**config.mk**
```make
export PLATFORM = sky130hd
export DESIGN_NAME = color_quantize_stream
export DESIGN_NICKNAME = d
export VERILOG_FILES = /design/src/rtl/color_pkg.sv /design/src/rtl/chan_quantize.sv /design/src/rtl/color_quantize_stream.sv
export SDC_FILE = /design/constraint.sdc
export NUM_CORES = 1
export LEC_CHECK = 0
export BUFFER_PORTS_ARGS = -buffer_cell sky130_fd_sc_hd__buf_2
export CELL_PAD_IN_SITES_DETAIL_PLACEMENT = 0
export CELL_PAD_IN_SITES_GLOBAL_PLACEMENT = 1
export CORE_MARGIN = 10
export CORE_UTILIZATION = 45
export DETAILED_ROUTE_END_ITERATION = 8
export PLACE_DENSITY = 0.8
export SYNTH_ARGS = -nofsm -noshare
export SYNTH_HDL_FRONTEND = slang
export SYNTH_SLANG_ARGS = --single-unit
```
**constraint.sdc**
```tcl
create_clock -name clk -period 6.95 [get_ports clk]
set_clock_uncertainty 0.2 [all_clocks]
set_input_delay 1.39 -clock clk [delete_from_list [all_inputs] [get_ports clk]]
set_output_delay 1.39 -clock clk [all_outputs]
set_load 0.03 [all_outputs]
```
**src/rtl/color_pkg.sv**
```systemverilog
// Shared types and reset-default configuration for the colour quantiser.
package color_pkg;

  typedef enum logic [1:0] {
    BYPASS = 2'd0,
    TRUNC  = 2'd1,
    ROUND  = 2'd2,
    MIDBIN = 2'd3
  } quant_mode_t;

  localparam quant_mode_t DEF_MODE = BYPASS;

endpackage

```
**src/rtl/chan_quantize.sv**
```systemverilog
// Single-channel combinational quantiser: keeps the top k bits of x
// according to the selected mode.
module chan_quantize
  import color_pkg::*;
#(
  parameter int W  = 8,
  parameter int BW = $clog2(W + 1)
) (
  input  logic [W-1:0]  x,
  input  logic [BW-1:0] k,
  input  quant_mode_t   mode,
  output logic [W-1:0]  y
);

  int           d;
  logic [W-1:0] mask;
  logic [W:0]   half;
  logic [W:0]   sum;

  // mask keeps the top k bits; half is 2^(d-1), or 0 when nothing is dropped
  always_comb begin
    d    = W - int'(k);
    mask = {W{1'b1}} << d;
    half = ({{W{1'b0}}, 1'b1} << d) >> 1;
    sum  = {1'b0, x} + half;
    y    = x;
    case (mode)
      BYPASS:  y = x;
      TRUNC:   y = x & mask;
      ROUND:   y = sum[W] ? mask : (sum[W-1:0] & mask);
      MIDBIN:  y = (x & mask) | half[W-1:0];
      default: y = x;
    endcase
  end

endmodule

```
**src/rtl/color_quantize_stream.sv**
```systemverilog
// Two-stage pipelined per-channel colour quantiser with shadow/active
// configuration committed on start-of-frame beats.
module color_quantize_stream
  import color_pkg::*;
#(
  parameter int CH       = 3,
  parameter int W        = 8,
  parameter int DEF_BITS = W,
  localparam int CW      = (CH > 1) ? $clog2(CH) : 1,
  localparam int BW      = $clog2(W + 1)
) (
  input  logic            clk,
  input  logic            reset,
  input  logic            cfg_we,
  input  logic [CW-1:0]   cfg_ch,
  input  logic [BW-1:0]   cfg_bits,
  input  logic [1:0]      cfg_mode,
  output logic            cfg_pending,
  input  logic            in_valid,
  output logic            in_ready,
  input  logic [CH*W-1:0] in_data,
  input  logic            in_sof,
  output logic            out_valid,
  input  logic            out_ready,
  output logic [CH*W-1:0] out_data,
  output logic            out_sof
);

  localparam int STAGES = 2;

  logic [CH-1:0][BW-1:0] sh_bits_q, sh_bits_d, act_bits_q, act_bits_d;
  logic [CH-1:0][BW-1:0] s1_bits_q, s1_bits_d;
  quant_mode_t           sh_mode_q, sh_mode_d, act_mode_q, act_mode_d;
  quant_mode_t           s1_mode_q, s1_mode_d;
  logic [CH-1:0][W-1:0]  s1_data_q, s1_data_d, out_data_q, out_data_d, q_data;
  logic                  s1_sof_q, s1_sof_d, out_sof_q, out_sof_d;
  logic [STAGES:1]       vld_pipe_q, vld_pipe_d;
  logic                  en, commit;
  logic [BW-1:0]         wr_bits;

  // Whole pipeline stalls only when the output holds an unaccepted beat
  assign en          = !vld_pipe_q[STAGES] || out_ready;
  assign in_ready    = en;
  assign commit      = in_valid && en && in_sof;
  assign cfg_pending = (sh_bits_q != act_bits_q) || (sh_mode_q != act_mode_q);
  assign out_valid   = vld_pipe_q[STAGES];
  assign out_data    = out_data_q;
  assign out_sof     = out_sof_q;

  // Shadow writes (clamped, out-of-range channel ignored) and sof-triggered commit.
  // The commit copies the pre-write shadow, so a same-cycle write stays pending.
  always_comb begin
    wr_bits   = (int'(cfg_bits) > W) ? BW'(W) : cfg_bits;
    sh_bits_d = sh_bits_q;
    sh_mode_d = sh_mode_q;
    if (cfg_we) begin
      sh_mode_d = quant_mode_t'(cfg_mode);
      for (int c = 0; c < CH; c++)
        if (int'(cfg_ch) == c) sh_bits_d[c] = wr_bits;
    end
    act_bits_d = commit ? sh_bits_q : act_bits_q;
    act_mode_d = commit ? sh_mode_q : act_mode_q;
  end

  // Config register state
  always_ff @(posedge clk or negedge reset) begin
    if (!reset) begin
      sh_bits_q  <= {CH{BW'(DEF_BITS)}};
      act_bits_q <= {CH{BW'(DEF_BITS)}};
      sh_mode_q  <= DEF_MODE;
      act_mode_q <= DEF_MODE;
    end else begin
      sh_bits_q  <= sh_bits_d;
      act_bits_q <= act_bits_d;
      sh_mode_q  <= sh_mode_d;
      act_mode_q <= act_mode_d;
    end
  end

  // Stage advance: S1 captures the beat plus the config it must use
  // (the freshly committed one on a sof beat), S2 captures the result.
  always_comb begin
    vld_pipe_d = vld_pipe_q;
    s1_data_d  = s1_data_q;
    s1_sof_d   = s1_sof_q;
    s1_bits_d  = s1_bits_q;
    s1_mode_d  = s1_mode_q;
    out_data_d = out_data_q;
    out_sof_d  = out_sof_q;
    if (en) begin
      vld_pipe_d = {vld_pipe_q[STAGES-1:1], in_valid};
      s1_data_d  = in_data;
      s1_sof_d   = in_sof;
      s1_bits_d  = act_bits_d;
      s1_mode_d  = act_mode_d;
      out_data_d = q_data;
      out_sof_d  = s1_sof_q;
    end
  end

  // Pipeline registers
  always_ff @(posedge clk or negedge reset) begin
    if (!reset) begin
      vld_pipe_q <= '0;
      s1_data_q  <= '0;
      s1_sof_q   <= 1'b0;
      s1_bits_q  <= {CH{BW'(DEF_BITS)}};
      s1_mode_q  <= DEF_MODE;
      out_data_q <= '0;
      out_sof_q  <= 1'b0;
    end else begin
      vld_pipe_q <= vld_pipe_d;
      s1_data_q  <= s1_data_d;
      s1_sof_q   <= s1_sof_d;
      s1_bits_q  <= s1_bits_d;
      s1_mode_q  <= s1_mode_d;
      out_data_q <= out_data_d;
      out_sof_q  <= out_sof_d;
    end
  end

  for (genvar c = 0; c < CH; c++) begin : g_ch
    chan_quantize #(.W(W), .BW(BW)) u_q (
      .x    (s1_data_q[c]),
      .k    (s1_bits_q[c]),
      .mode (s1_mode_q),
      .y    (q_data[c])
    );
  end

endmodule

```
==> implementation parameters, run 1 <==
Parameter                              Value

Detailed routing
  Initial DRC count    561
  Post-detailed-route wirelength per cell    18.6 µm
  Antenna-violating nets left    0
  Via count    roughly 5600
  Routed vias/inst    between 5 and 6
  Routed WL    17600 µm
  Number of detailed-routing iterations run before antenna repair    5
  Number of remaining DRC errors    0

Cells and area
  Footprint of the multi-input gates    roughly 3600 µm²
  Final antenna diode count    0
  Final std cell area, no fill    6980 µm²
  Synthesis-to-finish area growth    11.9%
  Most common library cell in the layout ignoring fill and taps    sky130_fd_sc_hd__nand2_1
  Fraction of final layout cells with drive strength greater than 1    17.9%
  Total area of sequential cells    2360 µm²
  Net count, final    just over 800
  Fill cell count    between 1000 and 1500
  Commonest cells after routing, fill and taps aside    118 x sky130_fd_sc_hd__nand2_1, 85 x sky130_fd_sc_hd__dfrtp_1, 70 x sky130_fd_sc_hd__nor2_1

Place
  Dpl cell area    6660 µm²
  Buffers added on ports    65
  Routability cong.    0.911
  Setup Slack @ Placement    ~2300 ps
  Detailed placement HPWL    12400 µm

Critical path
  Launching element type of the critical path    flop
  WP depth    14
  Worst-path cell with the longest stage delay    sky130_fd_sc_hd__dfrtp_1
  Critical path cell sequence    inv_1, ha_1, and2b_1, a22o_1, nor2b_1, and2_1, ha_1, fa_1, a21o_1, maj3_1, a22o_2, maj3_4, a2111oi_4, a211oi_2
  Reg2Reg Launch Point    s1_bits_q[4]$_DFFE_PN0N_
  Most frequent cell on the critical path    sky130_fd_sc_hd__ha_1
  Buffers and inverters on the worst path    1
  R2R cell count    14
  Reg-to-reg setup timing slack    2310 ps
  Maximum cell stage delay along the critical path    approximately 600 ps
  Worst EP arrival    4660 ps
  Largest delay contributor family on the critical path    adder cells
  Nature of the critical path endpoint    flop
  CP Class    flop to flop
  Worst-path maximum fanout    14
  Worst endpoint required time    around 7000 ps
  Launching element of the worst setup path    s1_bits_q[4]$_DFFE_PN0N_
  End of the worst register-to-register path    out_data[15]$_DFFE_PN0N_

GRT
  Routing usage on met3    3.75%
  Grt met2 use    30.0%
  Global router's overall resource usage    18.8%
  Pin count of the biggest net entering global routing    75
  Number of global-route vias before repair    5543
  Most used routing layer    met2
  Global Route met1 Usage    24.8%
  Number of antenna violations at the first check in global routing    0
  Wire length of the first global-routing pass    between 20000 and 30000 µm
  Congestion Overflow GR    0

Clocking
  CTS root buf    sky130_fd_sc_hd__clkbuf_16
  CTS tree    yes
  Maximum number of buffers from clock root to sink    2
  Postcts setup bufs    0
  Number of gates resized after CTS    0
  CTS sink cnt    94
  Clock Latency Late Sink    360 ps
  Count of H-tree levels built during CTS    3
  Clock-pin slew of the registers on the worst-case setup and hold paths    70 ps
  Number of buffers added to fix hold violations after cts    0
  CTS Buf Count    9

Run
  MaxCap Viol Count    0

Yosys
  Number of synthesized register bits    94
  Netlist cell types    70
  Fraction of synthesis flops using an asynchronous set or reset pin    100%
  Synthesis Warnings    0
  Number of instances in the synthesized netlist    727
  Area contributors post-synth    sky130_fd_sc_hd__dfrtp_1 34%, sky130_fd_sc_hd__nand2_1 7.1%, sky130_fd_sc_hd__nor2_1 4.3%
  Seq/Total Area, Yosys    37.9%
  Mean area per synthesized cell    between 8 and 9 µm²
  Share of Yosys cell area claimed by the top area cell type    about 34%
  Cell taking the most area after synthesis    sky130_fd_sc_hd__dfrtp_1
  Ys flop type    sky130_fd_sc_hd__dfrtp_1
  Synth Cell Area    6240 µm²
  Count of flip-flops with a built-in enable after synthesis    0
  Synthesized net count    around 790

Floorplan
  Die extent in x    138 µm
  Die Y    between 100 and 150 µm
  Starting density of the core    46.5%
  # rows    42
  Top-level I/O count    between 60 and 70
  Std-Cell Core Area    13400 µm²
  Die area    ~19000 µm²

Pwr
  PD cells    between 300 and 400 nW/µm²
  Leak Pwr    between 3 and 4 nW
  Proportion of total power due to net switching    between 40% and 50%
  Design internal power    roughly 1.4 mW
  Share of power burned in combinational logic    ~45%
  Power share of the sequential group    34.1%
  Max IR drop VDD    0.147 mV
  Part of the total power dissipated in the clock network    21.4%
  Power spent charging and discharging nets    1.10 mW

Outcome
  Outcome    completed

STA
  Unrepaired setup endpoints after global routing    false
  Post-route fraction of the period consumed by the critical path    66.7%
  Worst Tran Pin Value    between 1000 and 1500 ps
  Final hold violation count    0
  Worst slew slack as a fraction of its limit    27.5%
  Pins over their slew limit    0
  Final critical-path required period    4640 ps
  Count of endpoints failing setup in the final report    0
  Fin Setup TNS    0 ps
  Smallest setup slack after layout    2310 ps
  Peak Freq    216 MHz

Min path
  Path category of the worst min-delay check    flop to flop
  Worst Hold Endpoint    s1_sof_q$_DFFE_PN0N_
  Startpoint of the most critical hold path    s1_sof_q$_DFFE_PN0N_
  Cell depth of the worst hold path    2
-- metrics by stage --
step                util [%]  hold WS, ps  power (mW)  cells
finish                  52.1          271        2.50    947
global route            52.1          282        2.66    947
CTS                     52.1          265        2.50    947
detailed placement      49.7          252        1.96    931
global placement        49.7          244        1.93    931
floorplan                  -          230        1.64    727
-- Yosys cell counts (16+ instances only) --
cell type,instances
sky130_fd_sc_hd__mux2_2,21
sky130_fd_sc_hd__nor2_1,71
sky130_fd_sc_hd__nand3_1,18
sky130_fd_sc_hd__clkbuf_1,33
sky130_fd_sc_hd__dfrtp_1,85
sky130_fd_sc_hd__xor2_1,18
sky130_fd_sc_hd__o21ai_0,53
sky130_fd_sc_hd__a21oi_1,48
sky130_fd_sc_hd__xnor2_1,16
sky130_fd_sc_hd__nand2_1,118
sky130_fd_sc_hd__ha_1,21
sky130_fd_sc_hd__inv_1,21
-- power by group through the flow --
stage | logic (mW) | registers [mW] | clock network [mW]
4_1_cts | 1.11 | 0.849 | 0.545
6_report | 1.11 | 0.852 | 0.535
5_1_grt | 1.22 | 0.873 | 0.568
3_5_place_dp | 1.10 | 0.858 | 0
2_1_floorplan | 0.746 | 0.898 | 0
3_3_place_gp | 1.08 | 0.851 | 0
-- state kept, by name, summed over array words and instances (netlist names) --
| register | cells |
|---|---|
| out_data | 24 |
| s1_data_q | 24 |
| act_bits_q | 12 |
| s1_bits_q | 12 |
| sh_bits_q | 12 |
| act_mode_q | 2 |
| s1_mode_q | 2 |
| sh_mode_q | 2 |
| vld_pipe_q | 2 |
| out_sof | 1 |
| s1_sof_q | 1 |
-- area by class of cell --
cell class	count	share of cell area, %
inverters	22	1.18
well taps	176	3.16
clock buffers	11	3.62
repair buffers	71	5.34
clock inverters	5	0.914
flip-flops and latches	94	33.9
multi-input cells	568	51.9
-- kinds of logic after synthesis --
logic type | count (synthesis) | share of synthesized area [%]
flops | 94 | 37.9
buf+inv | 65 | 4.17
fa+ha+maj | 30 | 6.26
mux | 25 | 4.43
compound gates | 203 | 22.2
simple gates | 275 | 19.9
xor+xnor | 35 | 5.14
-- routing by layer --
layer,part of all wire [%],vias up
li1,-,2687
met1,45,2723
met2,46,180
met3,6.3,28
met4,2.0,0
met5,0,-
-- worst reg2reg max path, stage by stage (launching register included) --
cell and delay [ps]:
sky130_fd_sc_hd__dfrtp_1 600, sky130_fd_sc_hd__inv_1 170, sky130_fd_sc_hd__ha_1 330, sky130_fd_sc_hd__and2b_1 250, sky130_fd_sc_hd__a22o_1 350, sky130_fd_sc_hd__nor2b_1 180, sky130_fd_sc_hd__and2_1 180, sky130_fd_sc_hd__ha_1 200
sky130_fd_sc_hd__fa_1 400, sky130_fd_sc_hd__a21o_1 210, sky130_fd_sc_hd__maj3_1 390, sky130_fd_sc_hd__a22o_2 230, sky130_fd_sc_hd__maj3_4 380, sky130_fd_sc_hd__a2111oi_4 380, sky130_fd_sc_hd__a211oi_2 60
-- worst max-delay path by stage --
stage | endpoint
floorplan | out_data[15]$_DFFE_PN0N_
global placement | out_data[15]$_DFFE_PN0N_
detailed placement | out_data[15]$_DFFE_PN0N_
CTS | out_data[15]$_DFFE_PN0N_
global route | out_data[8]$_DFFE_PN0N_
finish | out_data[15]$_DFFE_PN0N_
Power figures use the tool's default switching activity.
==> run 2, diff against run 1 <==
==> constraint.sdc (replaced) <==
create_clock -name clk -period 4.3 [get_ports clk]
set_clock_uncertainty 0.2 [all_clocks]
set_input_delay 0.86 -clock clk [delete_from_list [all_inputs] [get_ports clk]]
set_output_delay 0.86 -clock clk [all_outputs]
set_load 0.03 [all_outputs]
==> run 2 against run 1 <==
Worst hold slack worse by 87 ps. Sequential share of layout area down 0.49 points. Combinational power up 69%. Cell count up 1.4%. Highest routed layer unchanged. Core utilization up 0.79 points. Register-to-register slack worse by 2100 ps. Wire length down 0.55%. Largest power group unchanged.
==> implementation parameters, run 2 (synthesis results as in run 1) <==
Parameter                              Value

Detailed routing
  Number of remaining DRC errors    0
  Number of detailed-routing iterations run before antenna repair    7
  Via count    5613
  Routed vias/inst    between 5 and 6
  Routed WL    17500 µm
  Post-detailed-route wirelength per cell    18.2 µm
  Initial DRC count    between 300 and 400
  Antenna-violating nets left    0

STA
  Worst Tran Pin Value    1080 ps
  Final hold violation count    0
  Peak Freq    243 MHz
  Unrepaired setup endpoints after global routing    false
  Min Hold Slack    185 ps
  Post-route fraction of the period consumed by the critical path    95.6%
  Pins over their slew limit    0
  Fin Setup TNS    0 ps
  Final critical-path required period    approximately 4100 ps
  Worst slew slack as a fraction of its limit    27.8%
  Count of endpoints failing setup in the final report    0

Critical path
  End of the worst register-to-register path    out_data[15]$_DFFE_PN0N_
  Nature of the critical path endpoint    flop
  Reg2Reg Launch Point    s1_bits_q[5]$_DFFE_PN0N_
  Worst EP arrival    a little over 4000 ps
  Worst-path maximum fanout    9
  R2R cell count    14
  CP Class    flop to flop
  Launching element type of the critical path    flop
  Reg-to-reg setup timing slack    190 ps
  Worst endpoint required time    4340 ps

GRT
  Pin count of the biggest net entering global routing    58
  Wire length of the first global-routing pass    ~29000 µm
  Number of antenna violations at the first check in global routing    0
  Global router's overall resource usage    about a fifth
  Global Route met1 Usage    roughly a quarter
  Routing usage on met3    3.24%
  Most used routing layer    met2
  Number of global-route vias before repair    5492
  Congestion Overflow GR    0
  Grt met2 use    between 30% and 40%

Place
  Detailed placement HPWL    between 10000 and 15000 µm
  Buffers added on ports    65
  Routability cong.    0.927

Clocking
  CTS sink cnt    94
  Maximum number of buffers from clock root to sink    2
  CTS tree    yes
  Clock Latency Late Sink    roughly 360 ps
  CTS root buf    sky130_fd_sc_hd__clkbuf_16
  Clock-pin slew of the registers on the worst-case setup and hold paths    70 ps
  Count of H-tree levels built during CTS    3
  Postcts setup bufs    0
  CTS Buf Count    9

Floorplan
  Std-Cell Core Area    13400 µm²
  Die extent in x    138 µm
  Starting density of the core    46.5%
  Die area    19000 µm²
  Die Y    roughly 140 µm
  Top-level I/O count    66
  # rows    42

Pwr
  Power spent charging and discharging nets    1.80 mW
  Power share of the sequential group    about a third
  Leak Pwr    3.22 nW
  Design internal power    between 2 and 2.5 mW
  PD cells    577 nW/µm²
  Share of power burned in combinational logic    46.1%
  Power, Total    4.09 mW
  Max IR drop VDD    0.237 mV
  Part of the total power dissipated in the clock network    21.2%
  Proportion of total power due to net switching    44.0%

Cells and area
  Total area of sequential cells    2360 µm²
  Net count, final    between 800 and 900
  Most common library cell in the layout ignoring fill and taps    sky130_fd_sc_hd__nand2_1
  Footprint of the multi-input gates    3630 µm²
  Commonest cells after routing, fill and taps aside    118 x sky130_fd_sc_hd__nand2_1, 84 x sky130_fd_sc_hd__dfrtp_1, 69 x sky130_fd_sc_hd__nor2_1
  Fill cell count    1266
  Fraction of final layout cells with drive strength greater than 1    19.6%
  Synthesis-to-finish area growth    13.6%
  Final antenna diode count    0

Outcome
  Outcome    completed

Run
  MaxCap Viol Count    0

Min path
  Path category of the worst min-delay check    primary input to asynchronous set/reset pin
==> run 2: final cells by class <==
cell class	count	share of cell area (%)
clock buffers	10	3.37
multi-input cells	568	51.3
inverters	22	1.17
repair buffers	84	6.64
well taps	176	3.11
clock inverters	6	1.06
flip-flops and latches	94	33.4
==> run 2: layer usage <==
layer | share of wire (%) | wire length (µm)
met2 | 47 | 8300
met1 | 45 | 7910
met3 | 5.8 | 1010
met5 | 0 | 0
met4 | 1.7 | 299
==> run 2: how the worst max path moves through the flow <==
stage | startpoint | end | slack [ps]
5_1_grt | s1_bits_q[5]$_DFFE_PN0N_ | out_data[15]$_DFFE_PN0N_ | 20
3_5_place_dp | s1_bits_q[5]$_DFFE_PN0N_ | out_data[15]$_DFFE_PN0N_ | 210
3_3_place_gp | s1_bits_q[5]$_DFFE_PN0N_ | out_data[15]$_DFFE_PN0N_ | 330
6_report | s1_bits_q[5]$_DFFE_PN0N_ | out_data[15]$_DFFE_PN0N_ | 190
2_1_floorplan | s1_bits_q[4]$_DFFE_PN0N_ | out_data[15]$_DFFE_PN0N_ | 210
4_1_cts | s1_bits_q[5]$_DFFE_PN0N_ | out_data[15]$_DFFE_PN0N_ | 180
==> run 2: worst max-delay path, stage by stage (launching register included) <==
cell	delay [ps]
sky130_fd_sc_hd__dfrtp_2	420
sky130_fd_sc_hd__inv_1	70
sky130_fd_sc_hd__ha_1	200
sky130_fd_sc_hd__and2b_1	210
sky130_fd_sc_hd__a22o_1	260
sky130_fd_sc_hd__nor2b_1	150
sky130_fd_sc_hd__and2_1	170
sky130_fd_sc_hd__ha_1	210
sky130_fd_sc_hd__fa_1	410
sky130_fd_sc_hd__a21o_1	210
sky130_fd_sc_hd__maj3_1	380
sky130_fd_sc_hd__a22o_2	230
sky130_fd_sc_hd__maj3_4	400
sky130_fd_sc_hd__a2111oi_4	380
sky130_fd_sc_hd__a211oi_2	60
==> run 2: timing repair <==
item                                    4_1_cts  5_1_grt
hold buffers                                  0        0
endpoints found under the setup margin        0        4
resized for setup                             0        4
==> run 2: power by group through the flow <==
| stage | Combinational, mW | Sequential [mW] | Clock [mW] |
|---|---|---|---|
| final | 1.88 | 1.34 | 0.865 |
| after global routing | 2.07 | 1.37 | 0.915 |
| after floorplan | 1.21 | 1.45 | 0 |
| after CTS | 1.88 | 1.33 | 0.880 |
| after global placement | 1.83 | 1.34 | 0 |
| after detailed placement | 1.86 | 1.35 | 0 |
==> run 2: per-stage QoR <==
step           utilization (%)  setup slack [ps]  cell area (µm²)  cells
4_1_cts                   52.8               180             7070    960
3_5_place_dp              50.4               213             6760    944
5_1_grt                   52.9              19.2             7080    960
6_report                  52.9               188             7080    960
3_3_place_gp              50.4               332             6760    944
2_1_floorplan                -               211             6240    727
==> run 3, diff against run 2 <==
--- a/config.mk
+++ b/config.mk
@@ -12,6 +12,9 @@
 export CORE_UTILIZATION = 45
 export DETAILED_ROUTE_END_ITERATION = 8
 export PLACE_DENSITY = 0.8
+export RECOVER_POWER = 25
+export SETUP_SLACK_MARGIN = 0.5
+export SLEW_MARGIN = 25
 export SYNTH_ARGS = -nofsm -noshare
 export SYNTH_HDL_FRONTEND = slang
 export SYNTH_SLANG_ARGS = --single-unit
==> run 3 against run 2 <==
The run now ends with capacitance limit, slew limit left. Final area rose by 2.7%. Maximum frequency rose by 10%. First-iteration DRC count rose by 52%. Worst setup slack improved by 380 ps. Via count rose by 1.7%. Wire length rose by 0.71%. Cell count rose by 1.5%. Worst hold slack improved by 78 ps. Clock-buffer cell count did not move.
==> implementation parameters, run 3 (synthesis results as in run 1) <==
Parameter                              Value

Run
  MaxCap Viol Count    1

Place
  Routability cong.    0.954
  Dpl cell area    6760 µm²
  Detailed placement HPWL    between 10000 and 15000 µm
  Buffers added on ports    65

Detailed routing
  Antenna-violating nets left    0
  Routed WL    around 18000 µm
  Number of remaining DRC errors    0
  Initial DRC count    slightly below 600
  Routed vias/inst    5.86
  Via count    5707
  Post-detailed-route wirelength per cell    about 18 µm
  Number of detailed-routing iterations run before antenna repair    5

GRT
  Pin count of the biggest net entering global routing    just over 80
  Wire length of the first global-routing pass    28400 µm
  Number of global-route vias before repair    ~5600
  Global router's overall resource usage    18.6%
  Number of antenna violations at the first check in global routing    0
  Congestion Overflow GR    0

Floorplan
  Die Y    138 µm
  Die extent in x    approximately 140 µm
  Top-level I/O count    66
  Die area    19000 µm²
  Starting density of the core    between 40 and 50%
  # rows    42
  Std-Cell Core Area    approximately 13000 µm²

Cells and area
  Final antenna diode count    0
  Fill cell count    1258
  Final std cell area, no fill    7270 µm²
  Most common library cell in the layout ignoring fill and taps    sky130_fd_sc_hd__nand2_1
  Net count, final    855
  Commonest cells after routing, fill and taps aside    118 x sky130_fd_sc_hd__nand2_1, 84 x sky130_fd_sc_hd__dfrtp_1, 70 x sky130_fd_sc_hd__nor2_1
  Synthesis-to-finish area growth    16.6%
  Fraction of final layout cells with drive strength greater than 1    between 20% and 30%

STA
  Worst Tran Pin Value    2040 ps
  Count of endpoints failing setup in the final report    0
  Worst slew slack as a fraction of its limit    -36.0%
  Final hold violation count    0
  Peak Freq    268 MHz
  Pins over their slew limit    82
  Unrepaired setup endpoints after global routing    true
  Final critical-path required period    3730 ps
  Post-route fraction of the period consumed by the critical path    a little under 90%
  Fin Setup TNS    0 ps

Pwr
  PD cells    567 nW/µm²
  Leak Pwr    3.30 nW
  Max IR drop VDD    0.317 mV

Min path
  Worst Hold Endpoint    vld_pipe_q[2]$_DFFE_PN0N_
  Path category of the worst min-delay check    flop to flop
  Startpoint of the most critical hold path    vld_pipe_q[1]$_DFFE_PN0N_
  Cell depth of the worst hold path    1

Critical path
  R2R cell count    14
  Reg-to-reg setup timing slack    570 ps
  CP Class    flop to flop
  Nature of the critical path endpoint    flop
  Worst-path maximum fanout    5
  Reg2Reg Launch Point    s1_bits_q[4]$_DFFE_PN0N_
  Worst endpoint required time    4320 ps
  Launching element type of the critical path    flop
  End of the worst register-to-register path    out_data[15]$_DFFE_PN0N_
  Worst EP arrival    ~3800 ps

Clocking
  Clock Latency Late Sink    360 ps
  CTS root buf    sky130_fd_sc_hd__clkbuf_16
  Maximum number of buffers from clock root to sink    2
  Clock-pin slew of the registers on the worst-case setup and hold paths    roughly 80 ps
  CTS Buf Count    9
  Count of H-tree levels built during CTS    3
  Number of buffers added to fix hold violations after cts    0
  CTS tree    yes
  CTS sink cnt    94

Outcome
  Violated checks    capacitance limit, slew limit
  Outcome    finished with violations
==> run 3: through the flow <==
step	total power [mW]	util [%]	setup WS (ps)	hold WS, ps	instances
floorplan	2.68	-	497	230	727
global placement	3.17	50.4	400	243	940
detailed placement	3.21	50.4	294	248	940
CTS	4.06	53.2	513	265	965
global route	4.41	54.3	487	298	974
finish	4.13	54.3	571	263	974
==> run 3: worst max path at each step <==
stage | startpoint | endpoint | slack (ps)
after detailed placement | s1_bits_q[5]$_DFFE_PN0N_ | out_data[15]$_DFFE_PN0N_ | 290
after floorplan | s1_bits_q[4]$_DFFE_PN0N_ | out_data[15]$_DFFE_PN0N_ | 500
after global placement | s1_bits_q[5]$_DFFE_PN0N_ | out_data[15]$_DFFE_PN0N_ | 400
after global routing | s1_bits_q[4]$_DFFE_PN0N_ | out_data[15]$_DFFE_PN0N_ | 490
after CTS | s1_bits_q[8]$_DFFE_PN0N_ | out_data[21]$_DFFE_PN0N_ | 510
final | s1_bits_q[4]$_DFFE_PN0N_ | out_data[15]$_DFFE_PN0N_ | 570
==> run 3: cell type report <==
cell class | count | area (µm²) | share of cell area, %
inverters | 22 | 82.6 | 1.14
repair buffers | 97 | 568 | 7.81
well taps | 176 | 220 | 3.03
multi-input cells | 569 | 3760 | 51.7
clock buffers | 10 | 229 | 3.15
flip-flops and latches | 94 | 2360 | 32.5
clock inverters | 6 | 51.3 | 0.705
==> run 3: what timing repair did <==
action / 4_1_cts / 5_1_grt
pin swaps: 8 / 12
gates cloned: 1 / 0
endpoints found under the setup margin: 10 / 19
buffers inserted: 8 / 9
resized for setup: 7 / 17
==> run 3: metal layers <==
metal / routed length, µm / GRT usage (%)
met5: 0 / 0
met4: 329 / 7.13
met3: 905 / 2.88
met2: 8430 / 30.7
met1: 7970 / 23.9
==> run 3: where the power goes <==
part	switching, mW	internal (mW)
combinational	1.22	0.781
sequential	0.224	1.12
clock	0.381	0.403
total	1.83	2.30
==> run 3: critical path, cell delays in order, from the launching register on <==
cell and delay [ps]:
sky130_fd_sc_hd__dfrtp_1 390, sky130_fd_sc_hd__inv_2 70, sky130_fd_sc_hd__ha_4 160, sky130_fd_sc_hd__and2b_2 200
sky130_fd_sc_hd__a22o_4 250, sky130_fd_sc_hd__nor2b_4 120, sky130_fd_sc_hd__and2_4 140, sky130_fd_sc_hd__ha_4 160
sky130_fd_sc_hd__fa_2 330, sky130_fd_sc_hd__a21o_1 200, sky130_fd_sc_hd__maj3_2 330, sky130_fd_sc_hd__a22o_4 230
sky130_fd_sc_hd__maj3_4 390, sky130_fd_sc_hd__a2111oi_4 320, sky130_fd_sc_hd__a211oi_2 80
